`src/rtl/apb_master.sv`:
```
// APB master: accepts one command at a time on a valid/ready port, runs a
// single APB SETUP/ACCESS transfer and returns a one-cycle completion pulse.
// An ACCESS phase that waits longer than TMO_CYC cycles is aborted with
// rsp_err set.
module apb_master #(
    parameter int ADDR_W  = 12,
    parameter int DATA_W  = 32,
    parameter int TMO_CYC = 16
) (
    input  logic              clk,
    input  logic              rst,
    input  logic              cmd_valid,
    output logic              cmd_ready,
    input  logic              cmd_write,
    input  logic [ADDR_W-1:0] cmd_addr,
    input  logic [DATA_W-1:0] cmd_wdata,
    output logic              rsp_valid,
    output logic [DATA_W-1:0] rsp_rdata,
    output logic              rsp_err,
    output logic              psel,
    output logic              penable,
    output logic              pwrite,
    output logic [ADDR_W-1:0] paddr,
    output logic [DATA_W-1:0] pwdata,
    input  logic [DATA_W-1:0] prdata,
    input  logic              pready
);

    typedef enum logic [1:0] {
        ST_IDLE   = 2'd0,
        ST_SETUP  = 2'd1,
        ST_ACCESS = 2'd2
    } state_t;

    // Last wait-count value allowed before the transfer is aborted.
    localparam logic [7:0] TMO_LAST = 8'(TMO_CYC - 1);

    state_t            r_state;
    state_t            w_state_nxt;
    logic [7:0]        r_wait_cnt;
    logic [7:0]        w_wait_cnt_nxt;
    logic              w_accept;
    logic              w_done_ok;
    logic              w_done_tmo;

    logic              r_cmd_ready;
    logic              r_psel;
    logic              r_penable;
    logic              r_pwrite;
    logic [ADDR_W-1:0] r_paddr;
    logic [DATA_W-1:0] r_pwdata;
    logic              r_rsp_valid;
    logic              r_rsp_err;
    logic [DATA_W-1:0] r_rsp_rdata;

    // Next-state, wait-counter and completion decode for the transfer FSM.
    always_comb begin
        w_state_nxt    = r_state;
        w_wait_cnt_nxt = r_wait_cnt;
        w_accept       = 1'b0;
        w_done_ok      = 1'b0;
        w_done_tmo     = 1'b0;
        case (r_state)
            ST_IDLE: begin
                if (cmd_valid && r_cmd_ready) begin
                    w_accept    = 1'b1;
                    w_state_nxt = ST_SETUP;
                end else begin
                    w_state_nxt = ST_IDLE;
                end
            end
            ST_SETUP: begin
                w_state_nxt    = ST_ACCESS;
                w_wait_cnt_nxt = 8'd0;
            end
            ST_ACCESS: begin
                // pready wins over the timeout when both occur together.
                if (pready) begin
                    w_done_ok   = 1'b1;
                    w_state_nxt = ST_IDLE;
                end else if (r_wait_cnt == TMO_LAST) begin
                    w_done_tmo  = 1'b1;
                    w_state_nxt = ST_IDLE;
                end else begin
                    w_wait_cnt_nxt = r_wait_cnt + 8'd1;
                end
            end
            default: begin
                w_state_nxt    = ST_IDLE;
                w_wait_cnt_nxt = 8'd0;
            end
        endcase
    end

    // State and wait-counter registers.
    always_ff @(posedge clk or posedge rst) begin
        if (rst) begin
            r_state    <= ST_IDLE;
            r_wait_cnt <= 8'd0;
        end else begin
            r_state    <= w_state_nxt;
            r_wait_cnt <= w_wait_cnt_nxt;
        end
    end

    // Registered APB and response outputs, all decoded from the next state.
    always_ff @(posedge clk or posedge rst) begin
        if (rst) begin
            r_cmd_ready <= 1'b0;
            r_psel      <= 1'b0;
            r_penable   <= 1'b0;
            r_pwrite    <= 1'b0;
            r_paddr     <= '0;
            r_pwdata    <= '0;
            r_rsp_valid <= 1'b0;
            r_rsp_err   <= 1'b0;
            r_rsp_rdata <= '0;
        end else begin
            r_cmd_ready <= (w_state_nxt == ST_IDLE);
            r_psel      <= (w_state_nxt != ST_IDLE);
            r_penable   <= (w_state_nxt == ST_ACCESS);
            r_rsp_valid <= w_done_ok | w_done_tmo;
            r_rsp_err   <= w_done_tmo;
            // Command fields are captured once and held through the transfer.
            if (w_accept) begin
                r_paddr  <= cmd_addr;
                r_pwrite <= cmd_write;
                r_pwdata <= cmd_wdata;
            end
            // Only a successful read updates the returned data.
            if (w_done_ok && !r_pwrite) begin
                r_rsp_rdata <= prdata;
            end
        end
    end

    assign cmd_ready = r_cmd_ready;
    assign psel      = r_psel;
    assign penable   = r_penable;
    assign pwrite    = r_pwrite;
    assign paddr     = r_paddr;
    assign pwdata    = r_pwdata;
    assign rsp_valid = r_rsp_valid;
    assign rsp_err   = r_rsp_err;
    assign rsp_rdata = r_rsp_rdata;

endmodule

```
`config.mk`:
```
export PLATFORM = sky130hd
export DESIGN_NAME = apb_master
export DESIGN_NICKNAME = d
export VERILOG_FILES = /design/src/rtl/apb_master.sv
export SDC_FILE = /design/constraint.sdc
export NUM_CORES = 1
export LEC_CHECK = 0
export BUFFER_PORTS_ARGS = -buffer_cell sky130_fd_sc_hd__buf_2
export CAP_MARGIN = 20
export CORE_UTILIZATION = 25
export CTS_BUF_LIST = sky130_fd_sc_hd__clkbuf_8
export DETAILED_ROUTE_END_ITERATION = 10
export GPL_TIMING_DRIVEN = 0
export SYNTH_ARGS = -nofsm -noshare
export SYNTH_HDL_FRONTEND = slang
export SYNTH_SLANG_ARGS = --single-unit
export TNS_END_PERCENT = 10
```
`constraint.sdc`:
```
create_clock -name clk -period 2.65 [get_ports clk]
set_clock_uncertainty 0.1 [all_clocks]
set_input_delay 0.265 -clock clk [delete_from_list [all_inputs] [get_ports clk]]
set_output_delay 0.265 -clock clk [all_outputs]
set_load 0.005 [all_outputs]
```
Yosys cells after proc, flatten, opt, wreduce, memory -nomap -nowiden
Index checks and enable logic that the tools add are counted.
W data, S select, Z words.
{"block": "op_classes", "add_sub_neg": 1, "eq_ne": 6, "n_mux": 14, "n_bitwise": 2, "n_reduce_logical": 7}
{"op": "$mux W8", "count": 2}
{"op": "$pmux W8 S2", "count": 1}
{"op": "$add A8 B1 Y8 const B", "count": 1}
{"op": "$eq A8 B4 Y1 const B", "count": 1}
{"op": "$mux W1", "count": 8}
{"op": "$pmux W2 S3", "count": 1}
{"op": "$eq A2 B2 Y1 const B", "count": 2}
{"op": "$logic_not A2 Y1", "count": 2}
{"op": "$mux W2", "count": 2}
{"op": "$ne A2 B2 Y1 const B", "count": 2}
{"op": "$reduce_and A3 Y1", "count": 1}
{"op": "$eq A2 B1 Y1 const B", "count": 1}
{"op": "$logic_and A1 B1 Y1", "count": 2}
{"op": "$reduce_bool A2 Y1", "count": 1}
{"op": "$logic_not A1 Y1", "count": 1}
{"op": "$not A1 Y1", "count": 1}
{"op": "$or A1 B1 Y1", "count": 1}
{"block": "word_totals", "ff_bits": 92, "in_bits": 81, "out_inout_bits": 82, "wordCells": 41}

Depth between registers and ports, before layout
Gate-level depths: netlist (run 1).
{"block": "logic_depth", "ltp_word": 5, "ltp_mapped": 5}

Worst setup path after synthesis (run 1)
No wires, ideal clock.
{"block": "synth_timing", "kind": "register to register", "start": "register r_wait_cnt[0]", "end": "register r_wait_cnt[0]", "arrival_ns": 1.415, "setup_slack_ns": 1.011, "stages_incl_launch_ff": 5, "cell_sequence": "dfrtp_1 ha_1 and4b_1 a21oi_1 mux2_2"}
{"block": "synth_between", "elab_chain_cells": 4, "word_cells_on_any_way": 7, "classes_between": "1 x add/sub; 2 x eq/ne; 3 x mux; 1 x reduce/logical"}
{"item": "from (decl)", "line": "40", "source": "logic [7:0] r_wait_cnt;"}
{"item": "from (signal assigned)", "line": "102", "source": "r_wait_cnt <= w_wait_cnt_nxt;"}
{"item": "$add A8 B1 Y8", "line": "85", "source": "w_wait_cnt_nxt = r_wait_cnt + 8'd1;"}
{"item": "$mux W8", "line": "81", "source": "end else if (r_wait_cnt == TMO_LAST) begin"}
{"item": "$mux W8", "line": "78", "source": "if (pready) begin"}
{"item": "$pmux W8 S2", "line": "63", "source": "case (r_state)"}
Several ways; a longest one is shown, not always the timed one. The select of a mux whose other input is x is not followed.
A chain may end at the register's enable or synchronous reset.

Final worst setup path (run 1)
{"block": "layout_timing", "start": "register r_state[0]", "end": "register r_rsp_rdata[14], in the netlist rsp_rdata[14]"}
{"block": "layout_between", "elab_chain_cells": 3}
{"item": "from (decl)", "line": "38", "source": "state_t r_state;"}
{"item": "from (signal assigned)", "line": "101", "source": "r_state <= w_state_nxt;"}
{"item": "$eq A2 B2 Y1", "line": "63"}
{"item": "$mux W1", "line": "63"}
{"item": "$logic_and A1 B1 Y1", "line": "131", "source": "if (w_done_ok && !r_pwrite) begin"}
{"item": "to (signal assigned)", "line": "132", "source": "r_rsp_rdata <= prdata;"}
{"item": "to (decl)", "line": "54", "source": "logic [DATA_W-1:0] r_rsp_rdata;"}
Every way passes these cells.

==> results of run 1 <==
-- final timing paths --
| path | endpoint | start | depth (start not counted) |
|---|---|---|---|
| hold / removal | pwdata[1]$_DFFE_PP0N_ | cmd_wdata[1] | 2 |
| hold reg to reg | rsp_rdata[0]$_DFFE_PP0P_ | rsp_rdata[0]$_DFFE_PP0P_ | 1 |
| min in group asynchronous | pwdata[23]$_DFFE_PP0N_ | rst | 3 |
| max in group asynchronous | rsp_rdata[5]$_DFFE_PP0P_ | rst | 5 |
| setup / recovery | rsp_rdata[14]$_DFFE_PP0P_ | r_state[0]$_DFF_PP0_ | 4 |
| setup reg to reg | rsp_rdata[14]$_DFFE_PP0P_ | r_state[0]$_DFF_PP0_ | 4 |
-- cell families after synthesis --
group                      Yosys count
adders and majority gates            1
DFF                                 92
buffers and inverters               16
muxes                               79
and+or+nand+nor                     26
AOI/OAI and AO/OA                   18
-- layout by cell type, fill, tap and decap left out, types with 4 or more instances in the layout --
cell type / synthesis / routed
buf_2: 1 / 162
dfrtp_1: 92 / 92
mux2_2: 49 / 49
mux2_4: 28 / 28
dlygate4sd3_1: 0 / 22
clkbuf_8: 0 / 11
a21oi_1: 6 / 6
inv_1: 6 / 5
nand2b_1: 5 / 5
buf_6: 4 / 4
o31ai_1: 4 / 4
-- routing by layer --
layer | vias to the layer above | part of all wire, %
met5 | - | 0
met2 | 77 | 53
met1 | 1316 | 39
li1 | 1216 | -
met3 | 16 | 4.7
met4 | 0 | 3.1
-- layout make-up --
cell class,instances,area [sq um]
fillers,1415,9240
flip-flops and latches,92,2300
multi-input cells,124,1300
repair buffers,185,1070
well taps,184,230
clock buffers,11,151
clock inverters,5,83.8
plain buffers,10,81.3
inverters,6,26.3
diodes,1,2.50
-- power by group --
group / internal [mW] / leakage, nW / switching [mW]
Sequential: 2.06 / 1.11 / 0.341
Combinational: 1.31 / 1.35 / 0.775
Clock: 0.584 / 0.112 / 0.497
Total: 3.95 / 2.57 / 1.61
-- registers in the layout (all words and copies together) (netlist names) --
name,count
r_state,2
pwrite,1
paddr,12
cmd_ready,1
psel,1
pwdata,32
penable,1
rsp_err,1
rsp_rdata,32
r_wait_cnt,8
rsp_valid,1
==> impl_metrics.csv, run 1 <==
group,metric,value,unit
outcome,status,"completed",
synthesis,synth_top_family_by_area,"multiplexers",
sta,finalCriticalPeriod,1.84,ns
die,io_pins,163,
route,first_pass_iters,4,
clocking,cts_setup_buffers,0,
setup_path,end_kind,"register",
placement,place_hpwl,6100,microns
hold_path,hold_path.class,"primary input to register",
route,drc,0,
cells_and_area,finish.utilization,36.2,%
synthesis,synth-async-reset-ratio,100,%
route,vias,2625,
setup_path,crit_chain,"nand2b_1 -> nor3_4 -> buf_4 -> mux2_2",
sta,worst_pin_slew,0.572,ns
global_route,track_usage,10.9,%
synthesis,seq_area_frac_synth,62.1,%
synthesis,yosysMostFrequentCell,"dfrtp_1",
pwr,powerDensity,1060,nW/um^2
synthesis,synth_ff_type,"dfrtp_1",
setup_path,worstPathRequired,2.80,ns
clocking,cts_htree_levels,3,
setup_path,crit_slowest_cell,"dfrtp_1",
global_route,grt_use_met1,12.3,%
synthesis,synth_compound_area_share,3.11,%
global_route,use_met3,1.74,%
synthesis,synth-simple-area-share,4.83,%
route,wl,8260,microns
global_route,grt_pass1_wl,12500,microns
synthesis,synth_edf_count,0,
synthesis,synth_top_area_cell,"dfrtp_1",
placement,port_buffers,161,
route,wl_per_cell,13.4,microns
sta,rsz0062_at_grt,"false",
global_route,busiest_layer,"met2",
sta,setup_viol,0,
sta,max_freq,543,MHz
pwr,finalPower,5.56,mW
clocking,clock-sinks,92,
synthesis,synth_area,3710,sq um
sta,hold_violations,0,
setup_path,crit_buf_inv,1,
placement,dpl.cell_count,579,
synthesis,synth_fa_ha_area_share,0.338,%
global_route,use_met2,19.0,%
sta,tns,0,ns
sta,hold_slack,0.0257,ns
sta,slew_violations,0,
route,drt-initial-drc-count,94,
cells_and_area,drive_gt1_share,61.9,%
synthesis,synth-xor-area-share,0,%
synthesis,syn_nets,314,
sta,finalWorstSetupSlack,0.807,ns
sta,relSlewSlack,61.6,%
die,die_height,124,microns
setup_path,critical_path_class,"register to register",
clocking,cts_made_buffers,9,
die,initial_utilization,25.6,%
synthesis,synth_common_cells,"dfrtp_1 (92), mux2_2 (49), mux2_4 (28), a21oi_1 (6), inv_1 (6)",
cells_and_area,stdcell_count,618,
setup_path,max_stage_delay,0.45,ns
setup_path,reg2reg_slack,0.81,ns
synthesis,synth_seq_cells,92,
placement,dp_slack,0.764,ns
die,die_area,15300,sq um
synthesis,ys_top_cells_by_area,"dfrtp_1 (62%), mux2_2 (15%), mux2_4 (11%)",
die,core-area,14500,sq um
global_route,antenna_found_initial,1,
clocking,cts_resized,0,
synthesis,yosys_warnings,0,
clocking,clock_latency,0.36,ns
synthesis,yosysUniqueCellTypes,34,
cells_and_area,area_growth,41.5,%
cells_and_area,design_area,5240,sq um
die,rows,44,
global_route,first_global_vias,2559,
setup_path,critPathTopFamily,"simple AND/OR/NAND/NOR gates",
global_route,grt_max_degree,42,
placement,gp_congestion,0.740,
sta,finalCritPeriodShare,69.5,%
clocking,ctsHoldBuffers,22,
setup_path,cp_max_fo,10,
synthesis,avgSynthCellArea,16.0,sq um
global_route,gr-total-overflow,0,
clocking,ctsRootBufferMaster,"clkbuf_8",
route,postRouteAntennaNets,0,
synthesis,muxShareOfSynthArea,26.8,%
pwr,power_leakage,2.57,nW
synthesis,yosysTopAreaCellShare,62.1,%
setup_path,crit_arrival,2.00,ns
pwr,vdd_drop_max,0.282,mV
placement,dpl_cell_area,4790,sq um
die,chipWidth,124,microns
run,maxCapViolCount,0,
clocking,clock_path_buffers,2,
setup_path,critPathLaunchType,"register",
synthesis,synth_cells,232,
clocking,cts_tree,"done",
route,viasPerCell,4.25,
cells_and_area,finalNetCount,510,
clocking,clkTransAtPathRegs,0.09,ns
No activity file was read; power rests on OpenSTA's default activity.
==> inputs of run 2 (changes only) <==
==> constraint.sdc (replaced) <==
create_clock -name clk -period 1.5 [get_ports clk]
set_clock_uncertainty 0.1 [all_clocks]
set_input_delay 0.15 -clock clk [delete_from_list [all_inputs] [get_ports clk]]
set_output_delay 0.15 -clock clk [all_outputs]
set_load 0.005 [all_outputs]
==> run 2 against run 1 <==
  * The run now ends with setup timing left
  * Largest cell class unchanged
  * Sequential share of layout area is 6.6 points lower
  * Combinational power is 120% higher
  * First-iteration DRC count is 27% higher
  * Register-to-register slack worse by 1.0 ns
==> impl_metrics.csv, run 2 (same netlist as run 1, synthesis figures left out) <==
group,metric,value,unit
outcome,status,"finished with violations",
outcome,violations,"setup timing",
route,viasPerCell,4.26,
route,first_pass_iters,4,
pwr,powerDensity,1730,nW/um^2
clocking,clock-sinks,92,
sta,max_freq,583,MHz
cells_and_area,design_area,6180,sq um
placement,place_hpwl,6100,microns
die,core-area,14500,sq um
placement,dpl_cell_area,4790,sq um
pwr,switchingPower,3.09,mW
global_route,track_usage,12.7,%
pwr,power_leakage,3.00,nW
hold_path,hold_path.class,"primary input to register",
die,die_height,124,microns
pwr,combPwrFrac,42.2,%
sta,finalCritPeriodShare,114,%
cells_and_area,layout_commonest_cell,"buf_2",
sta,finalWorstSetupSlack,-0.214,ns
placement,dp_slack,-0.386,ns
die,chipWidth,124,microns
sta,relSlewSlack,66.6,%
run,maxCapViolCount,0,
sta,setup_viol,82,
route,vias,2924,
sta,hold_violations,0,
placement,dpl.cell_count,579,
placement,port_buffers,161,
sta,worst_pin_slew,0.500,ns
route,postRouteAntennaNets,0,
die,io_pins,163,
clocking,cts_htree_levels,3,
cells_and_area,area_growth,66.7,%
die,initial_utilization,25.6,%
sta,hold_slack,0.0620,ns
setup_path,reg2reg_slack,-0.21,ns
setup_path,worstPathRequired,1.66,ns
pwr,switching_share,28.9,%
cells_and_area,fillers,1318,
clocking,cts_tree,"done",
global_route,gr-total-overflow,0,
clocking,ctsRootBufferMaster,"clkbuf_8",
pwr,vdd_drop_max,0.502,mV
cells_and_area,antennaDiodeCount,0,
die,rows,44,
hold_path,worstHoldPathCells,2,
setup_path,cp_max_fo,4,
hold_path,worstHoldStart,"pready",
sta,finalCriticalPeriod,1.71,ns
setup_path,critPathLaunchType,"register",
clocking,clkTransAtPathRegs,0.09,ns
global_route,antenna_found_initial,0,
hold_path,hold_end,"cmd_ready$_DFF_PP0_",
clocking,cts_made_buffers,9,
global_route,grt_pass1_wl,14500,microns
cells_and_area,layout_common_cells,"buf_2 (162), dfrtp_1 (90), dlygate4sd3_1 (80), mux2_4 (48), mux2_2 (29)",
clocking,clock_path_buffers,2,
setup_path,end_kind,"register",
clocking,clock_latency,0.36,ns
pwr,seq_power_share,39.8,%
route,drt-initial-drc-count,119,
setup_path,critical_path_class,"register to register",
pwr,p_clk_share,18.0,%
sta,rsz0062_at_grt,"true",
global_route,grt_max_degree,42,
setup_path,crit_arrival,1.87,ns
setup_path,worstRegToRegCells,5,
pwr,finalPower,10.7,mW
route,wl,9850,microns
cells_and_area,stdcell_count,687,
cells_and_area,finish.utilization,42.7,%
placement,gp_congestion,0.740,
setup_path,r2r_end,"paddr[7]$_DFFE_PP0N_",
sta,slew_violations,0,
die,die_area,15300,sq um
route,drc,0,
pwr,power.internal,7.61,mW
cells_and_area,drive_gt1_share,58.4,%
global_route,first_global_vias,3061,
cells_and_area,finalNetCount,580,
route,wl_per_cell,14.3,microns
sta,tns,-12.02,ns
setup_path,r2r-start,"r_state[0]$_DFF_PP0_",
## run 2: cell count changes in the layout (fill, tap and decap cells not counted), moves of 3 or more
| cell | delta |
|---|---|
| dlygate4sd3_1 | +58 |
| mux2_2 | -20 |
| mux2_4 | +20 |
| a21oi_1 | -3 |
| a21oi_2 | +3 |
| buf_12 | +3 |
| buf_4 | +3 |
## run 2: worst max-delay path, stage by stage, from the launching register on
cell and delay [ns]:
dfrtp_1 0.39, buf_4 0.13, or3_4 0.34, buf_6 0.13, bufbuf_16 0.25, mux2_2 0.26
## run 2: final cells by class
| cell class | instances | area (sq um) | area share, % |
|---|---|---|---|
| flip-flops and latches | 92 | 2300 | 37.3 |
| repair buffers | 257 | 1840 | 29.7 |
| multi-input cells | 124 | 1440 | 23.4 |
| well taps | 184 | 230 | 3.73 |
| clock buffers | 11 | 151 | 2.45 |
| plain buffers | 8 | 104 | 1.68 |
| clock inverters | 5 | 83.8 | 1.36 |
| inverters | 6 | 26.3 | 0.425 |
## run 2: timing repair
action / in CTS / in global routing
hold endpoints to repair: 107 / 0
pin swaps: 7 / 3
gates cloned: 3 / 0
buffers inserted: 11 / 0
hold buffers: 80 / 0
resized for setup: 37 / 20
setup endpoints to repair: 88 / 90
## run 2: worst max path at each step
stage | from | endpoint | slack [ns] | cells after the start
2_1_floorplan | r_wait_cnt[0]$_DFFE_PP0P_ | r_wait_cnt[0]$_DFFE_PP0P_ | -0.14 | 4
3_3_place_gp | rst | rsp_rdata[9]$_DFFE_PP0P_ | -0.46 | 2
3_5_place_dp | r_state[0]$_DFF_PP0_ | rsp_rdata[14]$_DFFE_PP0P_ | -0.39 | 4
4_1_cts | r_state[0]$_DFF_PP0_ | paddr[7]$_DFFE_PP0N_ | -0.23 | 5
5_1_grt | r_state[0]$_DFF_PP0_ | paddr[7]$_DFFE_PP0N_ | -0.27 | 5
6_report | r_state[0]$_DFF_PP0_ | paddr[7]$_DFFE_PP0N_ | -0.21 | 5
## run 2: power by group through the flow
stage | combinational [mW] | clock, mW | sequential [mW]
final | 4.52 | 1.92 | 4.26
after global routing | 4.92 | 2.11 | 4.41
after CTS | 4.44 | 2.01 | 4.24
after detailed placement | 3.70 | 0 | 4.29
after global placement | 3.62 | 0 | 4.24
after floorplan | 2.00 | 0 | 4.36
## run 2: routing by layer
metal	up-vias	GRT usage (%)	part of all wire, %
met2	85	23.3	55
met1	1469	13.7	38
met3	16	1.60	3.9
met5	-	0	0
li1	1354	-	-
met4	0	7.91	2.4
==> inputs of run 3 (changes only) <==
--- a/config.mk
+++ b/config.mk
@@ -7,10 +7,14 @@
 export LEC_CHECK = 0
 export BUFFER_PORTS_ARGS = -buffer_cell sky130_fd_sc_hd__buf_2
 export CAP_MARGIN = 20
+export CELL_PAD_IN_SITES_DETAIL_PLACEMENT = 0
+export CELL_PAD_IN_SITES_GLOBAL_PLACEMENT = 1
 export CORE_UTILIZATION = 25
 export CTS_BUF_LIST = sky130_fd_sc_hd__clkbuf_8
+export CTS_CLUSTER_SIZE = 25
 export DETAILED_ROUTE_END_ITERATION = 10
 export GPL_TIMING_DRIVEN = 0
+export PLACE_DENSITY_LB_ADDON = 0.1
 export SYNTH_ARGS = -nofsm -noshare
 export SYNTH_HDL_FRONTEND = slang
 export SYNTH_SLANG_ARGS = --single-unit
==> run 3 against run 2 <==
  * The flow still finishes with violations (setup timing)
  * First-iteration DRC count down 1.7%
  * Die area unchanged
  * Cell area about the same
  * Largest cell class unchanged
  * Largest power group unchanged
==> impl_metrics.csv, run 3 (same netlist as run 1, synthesis figures left out) <==
group,metric,value,unit
outcome,status,"finished with violations",
outcome,violations,"setup timing",
route,first_pass_iters,4,
route,viasPerCell,4.17,
cells_and_area,drive_gt1_share,58.8,%
placement,dp_slack,-0.386,ns
setup_path,max_stage_delay,0.41,ns
cells_and_area,layout_common_cells,"buf_2 (162), dfrtp_1 (88), dlygate4sd3_1 (79), mux2_4 (57), mux2_2 (20)",
setup_path,startpoint,"cmd_ready$_DFF_PP0_",
setup_path,crit_top_cell,"buf_12",
pwr,finalPower,10.6,mW
placement,port_buffers,161,
setup_path,critPathTopFamily,"simple AND/OR/NAND/NOR gates",
clocking,cts_htree_levels,3,
placement,place_hpwl,6510,microns
setup_path,worstPathRequired,1.66,ns
route,postRouteAntennaNets,0,
clocking,cts_tree,"done",
setup_path,crit_buf_inv,2,
setup_path,crit_arrival,1.83,ns
die,chipWidth,124,microns
die,rows,44,
pwr,powerDensity,1710,nW/um^2
die,initial_utilization,25.6,%
die,die_height,124,microns
sta,setup_viol,82,
setup_path,worstRegToRegCells,5,
sta,finalWorstSetupSlack,-0.167,ns
clocking,clock-sinks,92,
sta,hold_slack,0.0167,ns
run,maxCapViolCount,0,
setup_path,cp_max_fo,10,
setup_path,critPathLaunchType,"register",
route,vias,2860,
route,wl_per_cell,14.4,microns
die,core-area,14500,sq um
setup_path,worstSetupEndpoint,"pwdata[8]$_DFFE_PP0N_",
sta,max_freq,600,MHz
cells_and_area,stdcell_count,686,
cells_and_area,design_area,6180,sq um
route,drt-initial-drc-count,117,
setup_path,crit_chain,"nand2_1 -> or3_4 -> buf_12 -> buf_12 -> mux2_4",
sta,hold_violations,0,
die,io_pins,163,
die,die_area,15300,sq um
setup_path,crit_cells,5,
placement,dpl.cell_count,580,
route,drc,0,
sta,worst_pin_slew,0.537,ns
sta,relSlewSlack,64.2,%
clocking,ctsRootBufferMaster,"clkbuf_8",
route,wl,9890,microns
global_route,gr-total-overflow,0,
setup_path,r2r_end,"pwdata[8]$_DFFE_PP0N_",
setup_path,reg2reg_slack,-0.17,ns
global_route,grt_max_degree,29,
hold_path,hold_path.class,"primary input to register",
clocking,cts_made_buffers,9,
global_route,grt_pass1_wl,14900,microns
global_route,first_global_vias,2920,
placement,dpl_cell_area,4810,sq um
sta,finalCriticalPeriod,1.67,ns
placement,gp_congestion,0.702,
pwr,power_leakage,3.00,nW
cells_and_area,finalNetCount,579,
clocking,clkTransAtPathRegs,0.10,ns
sta,rsz0062_at_grt,"true",
sta,slew_violations,0,
cells_and_area,layout_commonest_cell,"buf_2",
global_route,track_usage,13.1,%
cells_and_area,area_growth,66.8,%
cells_and_area,antennaDiodeCount,0,
clocking,clock_path_buffers,2,
setup_path,crit_slowest_cell,"or3_4",
pwr,vdd_drop_max,0.508,mV
sta,finalCritPeriodShare,111,%
global_route,antenna_found_initial,0,
setup_path,r2r-start,"cmd_ready$_DFF_PP0_",
setup_path,critical_path_class,"register to register",
setup_path,end_kind,"register",
clocking,clock_latency,0.37,ns
run 3: cell count changes in the layout (fill, tap and decap cells not counted), moves of 3 or more:
cell	before	now
buf_6	5	1
mux2_2	29	20
clkinv_2	0	3
buf_12	5	9
mux2_4	48	57
run 3: layer usage:
layer	track usage [%]	up-vias	part of all wire, %
li1	-	1361	-
met1	16.2	1412	43
met2	21.5	76	49
met3	2.98	11	5.7
met4	6.55	0	1.7
met5	0	-	0
run 3: stage by stage:
| stage | utilization [%] | TNS [ns] |
|---|---|---|
| after floorplan | - | -5.76 |
| after global placement | 32.8 | -75.71 |
| after detailed placement | 33.2 | -20.12 |
| after CTS | 41.9 | -11.15 |
| after global routing | 42.7 | -12.40 |
| final | 42.7 | -8.39 |
run 3: how the worst min path moves through the flow:
stage / startpoint / to / cells after the start
3_3_place_gp: prdata[0] / rsp_rdata[0]$_DFFE_PP0P_ / 2
5_1_grt: pready / psel$_DFF_PP0_ / 2
6_report: pready / psel$_DFF_PP0_ / 2
4_1_cts: pready / rsp_valid$_DFF_PP0_ / 3
3_5_place_dp: rst / rsp_rdata[19]$_DFFE_PP0P_ / 2
2_1_floorplan: prdata[0] / rsp_rdata[0]$_DFFE_PP0P_ / 1
run 3: layout make-up:
| class | instances | area, sq um |
|---|---|---|
| multi-input cells | 124 | 1500 |
| plain buffers | 10 | 144 |
| repair buffers | 254 | 1760 |
| clock buffers | 9 | 124 |
| well taps | 184 | 230 |
| fillers | 1377 | 8300 |
| clock inverters | 7 | 91.3 |
| inverters | 6 | 26.3 |
| flip-flops and latches | 92 | 2310 |
run 3: what timing repair did:
action / in CTS / in global routing
pin swaps: 6 / 3
gates cloned: 1 / 0
hold buffers: 79 / 0
endpoints found under the hold margin: 110 / 0
resized for setup: 46 / 25
buffers inserted: 8 / 2
endpoints found under the setup margin: 88 / 89
run 3: where the power goes:
group	switching [mW]	total, mW	internal, mW
Clock	0.913	1.85	0.933
Sequential	0.603	4.25	3.64
Combinational	1.58	4.50	2.92
Total	3.10	10.6	7.49
